<file path="src/rtl/core_pkg.sv">
// Shared constants for the RV64 Zba front end: datapath width, the canonical NOP
// and the major opcodes that decode slices out of instr_d.
package core_pkg;
    localparam int          XLEN      = 64;
    localparam logic [31:0] NOP_INSTR = 32'h00000013;

    localparam logic [6:0] OP_RTYPE  = 7'b0110011;
    localparam logic [6:0] OP_ITYPE  = 7'b0010011;
    localparam logic [6:0] OP_LOAD   = 7'b0000011;
    localparam logic [6:0] OP_STORE  = 7'b0100011;
    localparam logic [6:0] OP_BRANCH = 7'b1100011;
    localparam logic [6:0] OP_JAL    = 7'b1101111;
    localparam logic [6:0] OP_JALR   = 7'b1100111;
    localparam logic [6:0] OP_LUI    = 7'b0110111;
endpackage

</file>
<file path="src/rtl/fetch_fifo.sv">
// IF/ID boundary FIFO holding {pc, instr} entries.
// The head is read combinationally, and flush wins over push and pop.
module fetch_fifo #(
    parameter  int WIDTH = 96,
    parameter  int DEPTH = 4,
    localparam int AW    = $clog2(DEPTH)
) (
    input  logic             clk,
    input  logic             rst_n,
    input  logic             flush_i,
    input  logic             push_i,
    input  logic [WIDTH-1:0] wdata_i,
    input  logic             pop_i,
    output logic [WIDTH-1:0] rdata_o,
    output logic [AW:0]      count_o
);
    logic [WIDTH-1:0] mem_q [DEPTH];
    logic [AW-1:0]    wptr_q, rptr_q;
    logic [AW:0]      count_q;

    always_ff @(posedge clk or negedge rst_n) begin
        if (!rst_n) begin
            wptr_q  <= '0;
            rptr_q  <= '0;
            count_q <= '0;
        end else if (flush_i) begin
            wptr_q  <= '0;
            rptr_q  <= '0;
            count_q <= '0;
        end else begin
            if (push_i) wptr_q <= wptr_q + 1'b1;
            if (pop_i)  rptr_q <= rptr_q + 1'b1;
            count_q <= count_q + {{AW{1'b0}}, push_i} - {{AW{1'b0}}, pop_i};
        end
    end

    // Storage needs no reset; entries are only observed behind count_o.
    always_ff @(posedge clk) begin
        if (push_i && !flush_i) mem_q[wptr_q] <= wdata_i;
    end

    assign rdata_o = mem_q[rptr_q];
    assign count_o = count_q;

    // Upstream credit accounting must never push into a full FIFO.
    a_no_overflow: assert property (@(posedge clk) disable iff (!rst_n)
        !(push_i && !flush_i && count_q == (AW+1)'(DEPTH)));
endmodule

</file>
<file path="src/rtl/fetch_stage.sv">
// Instruction fetch: owns the fetch PC, issues credit-limited in-order imem requests,
// buffers responses for decode and discards stale responses after a redirect.
module fetch_stage #(
    parameter int              XLEN     = core_pkg::XLEN,
    parameter logic [XLEN-1:0] RESET_PC = '0,
    parameter int              DEPTH    = 4
) (
    input  logic            clk,
    input  logic            rst_n,
    output logic            imem_req_valid,
    output logic [XLEN-1:0] imem_req_addr,
    input  logic            imem_req_ready,
    input  logic            imem_rsp_valid,
    input  logic [31:0]     imem_rsp_data,
    input  logic            redirect_valid,
    input  logic [XLEN-1:0] redirect_pc,
    input  logic            stall_d,
    output logic            instr_d_valid,
    output logic [31:0]     instr_d,
    output logic [XLEN-1:0] pc_d,
    output logic [XLEN-1:0] pc_plus4_d
);
    import core_pkg::NOP_INSTR;

    localparam int CW = $clog2(DEPTH) + 1;
    localparam int EW = XLEN + 32;

    logic [XLEN-1:0] fetch_pc_q, fetch_pc_d, resp_pc_q, resp_pc_d, redir_tgt;
    logic [CW-1:0]   inflight_q, inflight_d, drop_q, drop_d, count;
    logic [EW-1:0]   head;
    logic            pop_req, credit, fire, drop_rsp, push, fifo_pop;

    assign pop_req  = instr_d_valid & ~stall_d;
    // Stale in-flight requests still hold credit until their responses return.
    assign credit   = ({1'b0, inflight_q} + {1'b0, count} - {{CW{1'b0}}, pop_req})
                      < (CW+1)'(DEPTH);
    assign imem_req_valid = rst_n & ~redirect_valid & credit;
    assign imem_req_addr  = fetch_pc_q;
    assign fire      = imem_req_valid & imem_req_ready;
    assign drop_rsp  = imem_rsp_valid & (drop_q != '0);
    assign push      = imem_rsp_valid & ~drop_rsp & ~redirect_valid;
    assign fifo_pop  = pop_req & ~redirect_valid;
    assign redir_tgt = redirect_pc & ~XLEN'(3);

    always_comb begin
        fetch_pc_d = fetch_pc_q;
        resp_pc_d  = resp_pc_q;
        drop_d     = drop_q;
        inflight_d = inflight_q + {{(CW-1){1'b0}}, fire} - {{(CW-1){1'b0}}, imem_rsp_valid};
        if (redirect_valid) begin
            fetch_pc_d = redir_tgt;
            resp_pc_d  = redir_tgt;
            drop_d     = inflight_q - {{(CW-1){1'b0}}, imem_rsp_valid};
        end else begin
            if (fire)     fetch_pc_d = fetch_pc_q + XLEN'(4);
            if (push)     resp_pc_d  = resp_pc_q + XLEN'(4);
            if (drop_rsp) drop_d     = drop_q - 1'b1;
        end
    end

    always_ff @(posedge clk or negedge rst_n) begin
        if (!rst_n) begin
            fetch_pc_q <= RESET_PC;
            resp_pc_q  <= RESET_PC;
            inflight_q <= '0;
            drop_q     <= '0;
        end else begin
            fetch_pc_q <= fetch_pc_d;
            resp_pc_q  <= resp_pc_d;
            inflight_q <= inflight_d;
            drop_q     <= drop_d;
        end
    end

    fetch_fifo #(.WIDTH(EW), .DEPTH(DEPTH)) u_fifo (
        .clk     (clk),
        .rst_n   (rst_n),
        .flush_i (redirect_valid),
        .push_i  (push),
        .wdata_i ({resp_pc_q, imem_rsp_data}),
        .pop_i   (fifo_pop),
        .rdata_o (head),
        .count_o (count)
    );

    // With an empty FIFO, pc_d shows the PC the next response will carry.
    assign instr_d_valid = (count != '0);
    assign instr_d       = instr_d_valid ? head[31:0] : NOP_INSTR;
    assign pc_d          = instr_d_valid ? head[EW-1:32] : resp_pc_q;
    assign pc_plus4_d    = pc_d + XLEN'(4);
endmodule

</file>
<file path="config.mk">
export PLATFORM = sky130hd
export DESIGN_NAME = fetch_stage
export DESIGN_NICKNAME = d
export VERILOG_FILES = /design/src/rtl/core_pkg.sv /design/src/rtl/fetch_fifo.sv /design/src/rtl/fetch_stage.sv
export SDC_FILE = /design/constraint.sdc
export NUM_CORES = 1
export LEC_CHECK = 0
export ABC_AREA = 0
export CORE_MARGIN = 10
export CORE_UTILIZATION = 50
export CTS_CLUSTER_SIZE = 12
export DETAILED_ROUTE_END_ITERATION = 7
export PLACE_DENSITY = 0.74
export RECOVER_POWER = 100
export SLEW_MARGIN = 20
export SYNTH_ARGS = -nofsm -noshare
export SYNTH_HDL_FRONTEND = slang
export SYNTH_SLANG_ARGS = --single-unit
</file>
<file path="constraint.sdc">
create_clock -name clk -period 4.78 [get_ports clk]
set_clock_uncertainty 0.15 [all_clocks]
set_input_delay 0.478 -clock clk [delete_from_list [all_inputs] [get_ports clk]]
set_output_delay 0.478 -clock clk [all_outputs]
set_load 0.005 [all_outputs]
</file>
==> out/summary.txt <==
post-route ant nets: 0
CTS tree: yes
total number of vias: 16400
crit path time final: 4690 ps
Final #Nets: 2228
most frequent cell after synthesis: edfxtp_1
area share of the largest cell type after synthesis: 0.462
Synth Flop Type: edfxtp_1
Final Instance Area: 30200 um2
Final Setup Violations: 0
num ports: 328
WS Path Type: reg2out
Distinct cells, synth: 72
Post-Route WL: 67600 um
worst hold start: redirect_valid
largest net degree at the start of global routing: 105
fillers: 3612
die area: 58100 um2
Yosys reg bits: 513
drt wl/cell: 24.4 um
main area contributors after synthesis: edfxtp_1 (46%), dfrtp_1 (14%), mux4_2 (7.0%), xnor2_1 (3.7%), mux2_2 (3.6%)
GRT Overall Usage: 0.227
cells after synthesis: 1755
Power Density: 507 nW/um2
area grow syn2layout: 23.7%
static leakage: 0.0106 uW
gpl congestion: 0.879
fin. max-slew vios: 39
site row count: 80
Clk pwr share: 0.260
Internal Power: 10400 uW
reg-to-reg critical path endpoint: imem_req_addr[50]
max_cap viols: 1
critical path peak fanout: 8
worst hold endpoint: u_fifo.rptr_q[0]
Worst-Skew Late Latency: 610 ps
Max Clock Freq: 213 MHz
biggest area consumer among synthesized cells: edfxtp_1
Worst-path clk slew: 60 ps
Reg2Reg Depth: 6
synth cell count leaders: edfxtp_1 (376), nand2_1 (203), dfrtp_1 (137)
CTS root buf: clkbuf_16
initial antenna violation count: 3
area post-placement: 28300 um2
Period Utilization, post-route: 0.981
worst reg-to-reg setup slack: 990 ps
Critical Path AT: 4060 ps
combinational share of power: 0.389
residual DRC count: 0
sw frac: 0.323
Synth async-reset ratio: 0.267
outcome: finished, violations left
total grt overflow: 0
worst relative slew slack: -0.367
RSZ-0062 raised after global routing: true
total CTS buffers: 53
YS warnings: 0
clk sink count: 513
part of the power in registers: 0.351
Tightest Hold Check Type: in2reg
number of synthesized flops with an enable pin: 376
clock buffer depth: 3
Worst Tran Pin Value: 2050 ps
core area: 48000 um2
Min-Delay Path Depth: 3
cell area after synthesis: 24400 um2
vias in the first global route: 16500
first-pass GRT wire length: 101000 um
CP Capture Type: output port
worst flop-to-flop path startpoint: imem_req_addr[25]
CTS H-tree depth: 2
Final Hold Fails: 0
Setup Total Neg Slack: 0 ps
die width: 241 um
Seq/Total Area, Yosys: 0.603
Critical Path RT: 4150 ps
Die Y-Extent: 241 um
initial DRC count: 1528
uppermost layer routed: met4
worst ir drop on vdd: 0.000510 V
DR WL met2: 33000 um
layout cells sized above 1: 0.154
DRT met1 WL: 27800 um
Psw: 4940 uW
mean area per synthesized cell: 13.9 um2
met3 routed wirelength: 5430 um
failing checks: capacitance limit, slew limit
first drt pass iteration count: 8
DP HPWL: 46400 um
vias per inst: 5.91
Setup crit start kind: flop
Initial Utilization: 0.508
worst hold slack: 336 ps
IO Port Bufs: 319
==> power groups by stage <==
| stage | registers, uW | clock network [uW] | logic (uW) |
|---|---|---|---|
| 2_1_floorplan | 5360 | 0 | 3100 |
| 3_3_place_gp | 5430 | 0 | 5750 |
| 3_5_place_dp | 5450 | 0 | 5850 |
| 4_1_cts | 5370 | 4040 | 5900 |
| 5_1_grt | 5410 | 4230 | 6390 |
| 6_report | 5380 | 3980 | 5950 |
==> through the flow <==
stage                     power [uW]  cells  utilization  setup WS, ps
after CTS                      15300   2755        0.626         -1.16
after global routing           16000   2765        0.629         -96.3
after floorplan                 8460   1760            -           502
after detailed placement       11300   2650        0.589           395
after global placement         11200   2650        0.589           553
final                          15300   2768        0.629          89.0
==> routing by layer <==
| metal | GRT usage | vias up |
|---|---|---|
| li1 | - | 7238 |
| met1 | 0.310 | 8305 |
| met3 | 0.0470 | 104 |
| met5 | 0 | - |
| met4 | 0.0573 | 0 |
| met2 | 0.367 | 705 |
==> what timing repair did <==
item                                    CTS  global route
hold buffers                              1             0
setup buffers                             5             7
endpoints found under the setup margin   29            34
pin swaps                                 1             5
cloned                                    0             2
hold endpoints to repair                 74             0
gates resized for setup                  16             9
==> cell families after synthesis <==
family                     share of synthesized area
and+or+nand+nor                                0.130
DFF                                            0.603
muxes                                          0.135
xor gates and xnor gates                      0.0635
buffers and inverters                         0.0311
AOI/OAI and AO/OA                             0.0256
adders and majority gates                     0.0114
other                                       0.000154
==> state kept, by name, indices dropped and copies added (netlist names) <==
signal / cells
u_fifo.mem_q: 376
imem_req_addr: 62
inflight_q: 3
u_fifo.wptr_q: 2
drop_q: 3
u_fifo.rptr_q: 2
u_fifo.count_o: 3
resp_pc_q: 62
==> worst max-delay path by stage <==
stage                      start            endpoint  cells past startpoint
2_1_floorplan     redirect_valid  u_fifo.mem_q[1][0]                      5
3_3_place_gp    u_fifo.rptr_q[0]      pc_plus4_d[62]                     13
3_5_place_dp   u_fifo.count_o[2]      pc_plus4_d[62]                     15
4_1_cts         u_fifo.rptr_q[0]      pc_plus4_d[63]                     11
5_1_grt        u_fifo.count_o[1]      pc_plus4_d[54]                     15
6_report        u_fifo.rptr_q[0]      pc_plus4_d[39]                     10
==> final cells by class <==
| class | instances | area, um2 | area share |
|---|---|---|---|
| Multi-Input combinational cell | 1101 | 9050 | 0.300 |
| Tap cell | 615 | 769 | 0.0255 |
| Sequential cell | 513 | 14700 | 0.488 |
| Timing Repair Buffer | 380 | 3770 | 0.125 |
| Clock inverter | 14 | 174 | 0.00576 |
| Inverter | 56 | 215 | 0.00712 |
| Antenna cell | 4 | 10.0 | 0.000331 |
| Clock buffer | 85 | 1500 | 0.0495 |
==> critical path: stages (launching register included) <==
cell and delay (ps):
dfrtp_4 540, buf_2 190, buf_4 140, mux4_2 380
nand4_2 150, a221oi_4 410, nand4_1 280, or2_4 400
nor4_4 230, xor2_1 200, clkdlybuf4s50_1 530
==> cells in the final DEF, fill, tap and decap left out, types with 38 or more instances in the layout <==
cell type	instances
nand4_1	50
nand3_1	74
nor2_1	83
inv_1	54
dfrtp_1	132
mux2_2	77
clkdlybuf4s50_1	284
xnor2_1	103
nand2_1	202
nor4_1	38
clkbuf_16	55
edfxtp_1	376
xor2_1	74
mux4_2	77
Note: power is estimated with default switching activity, not from simulation.
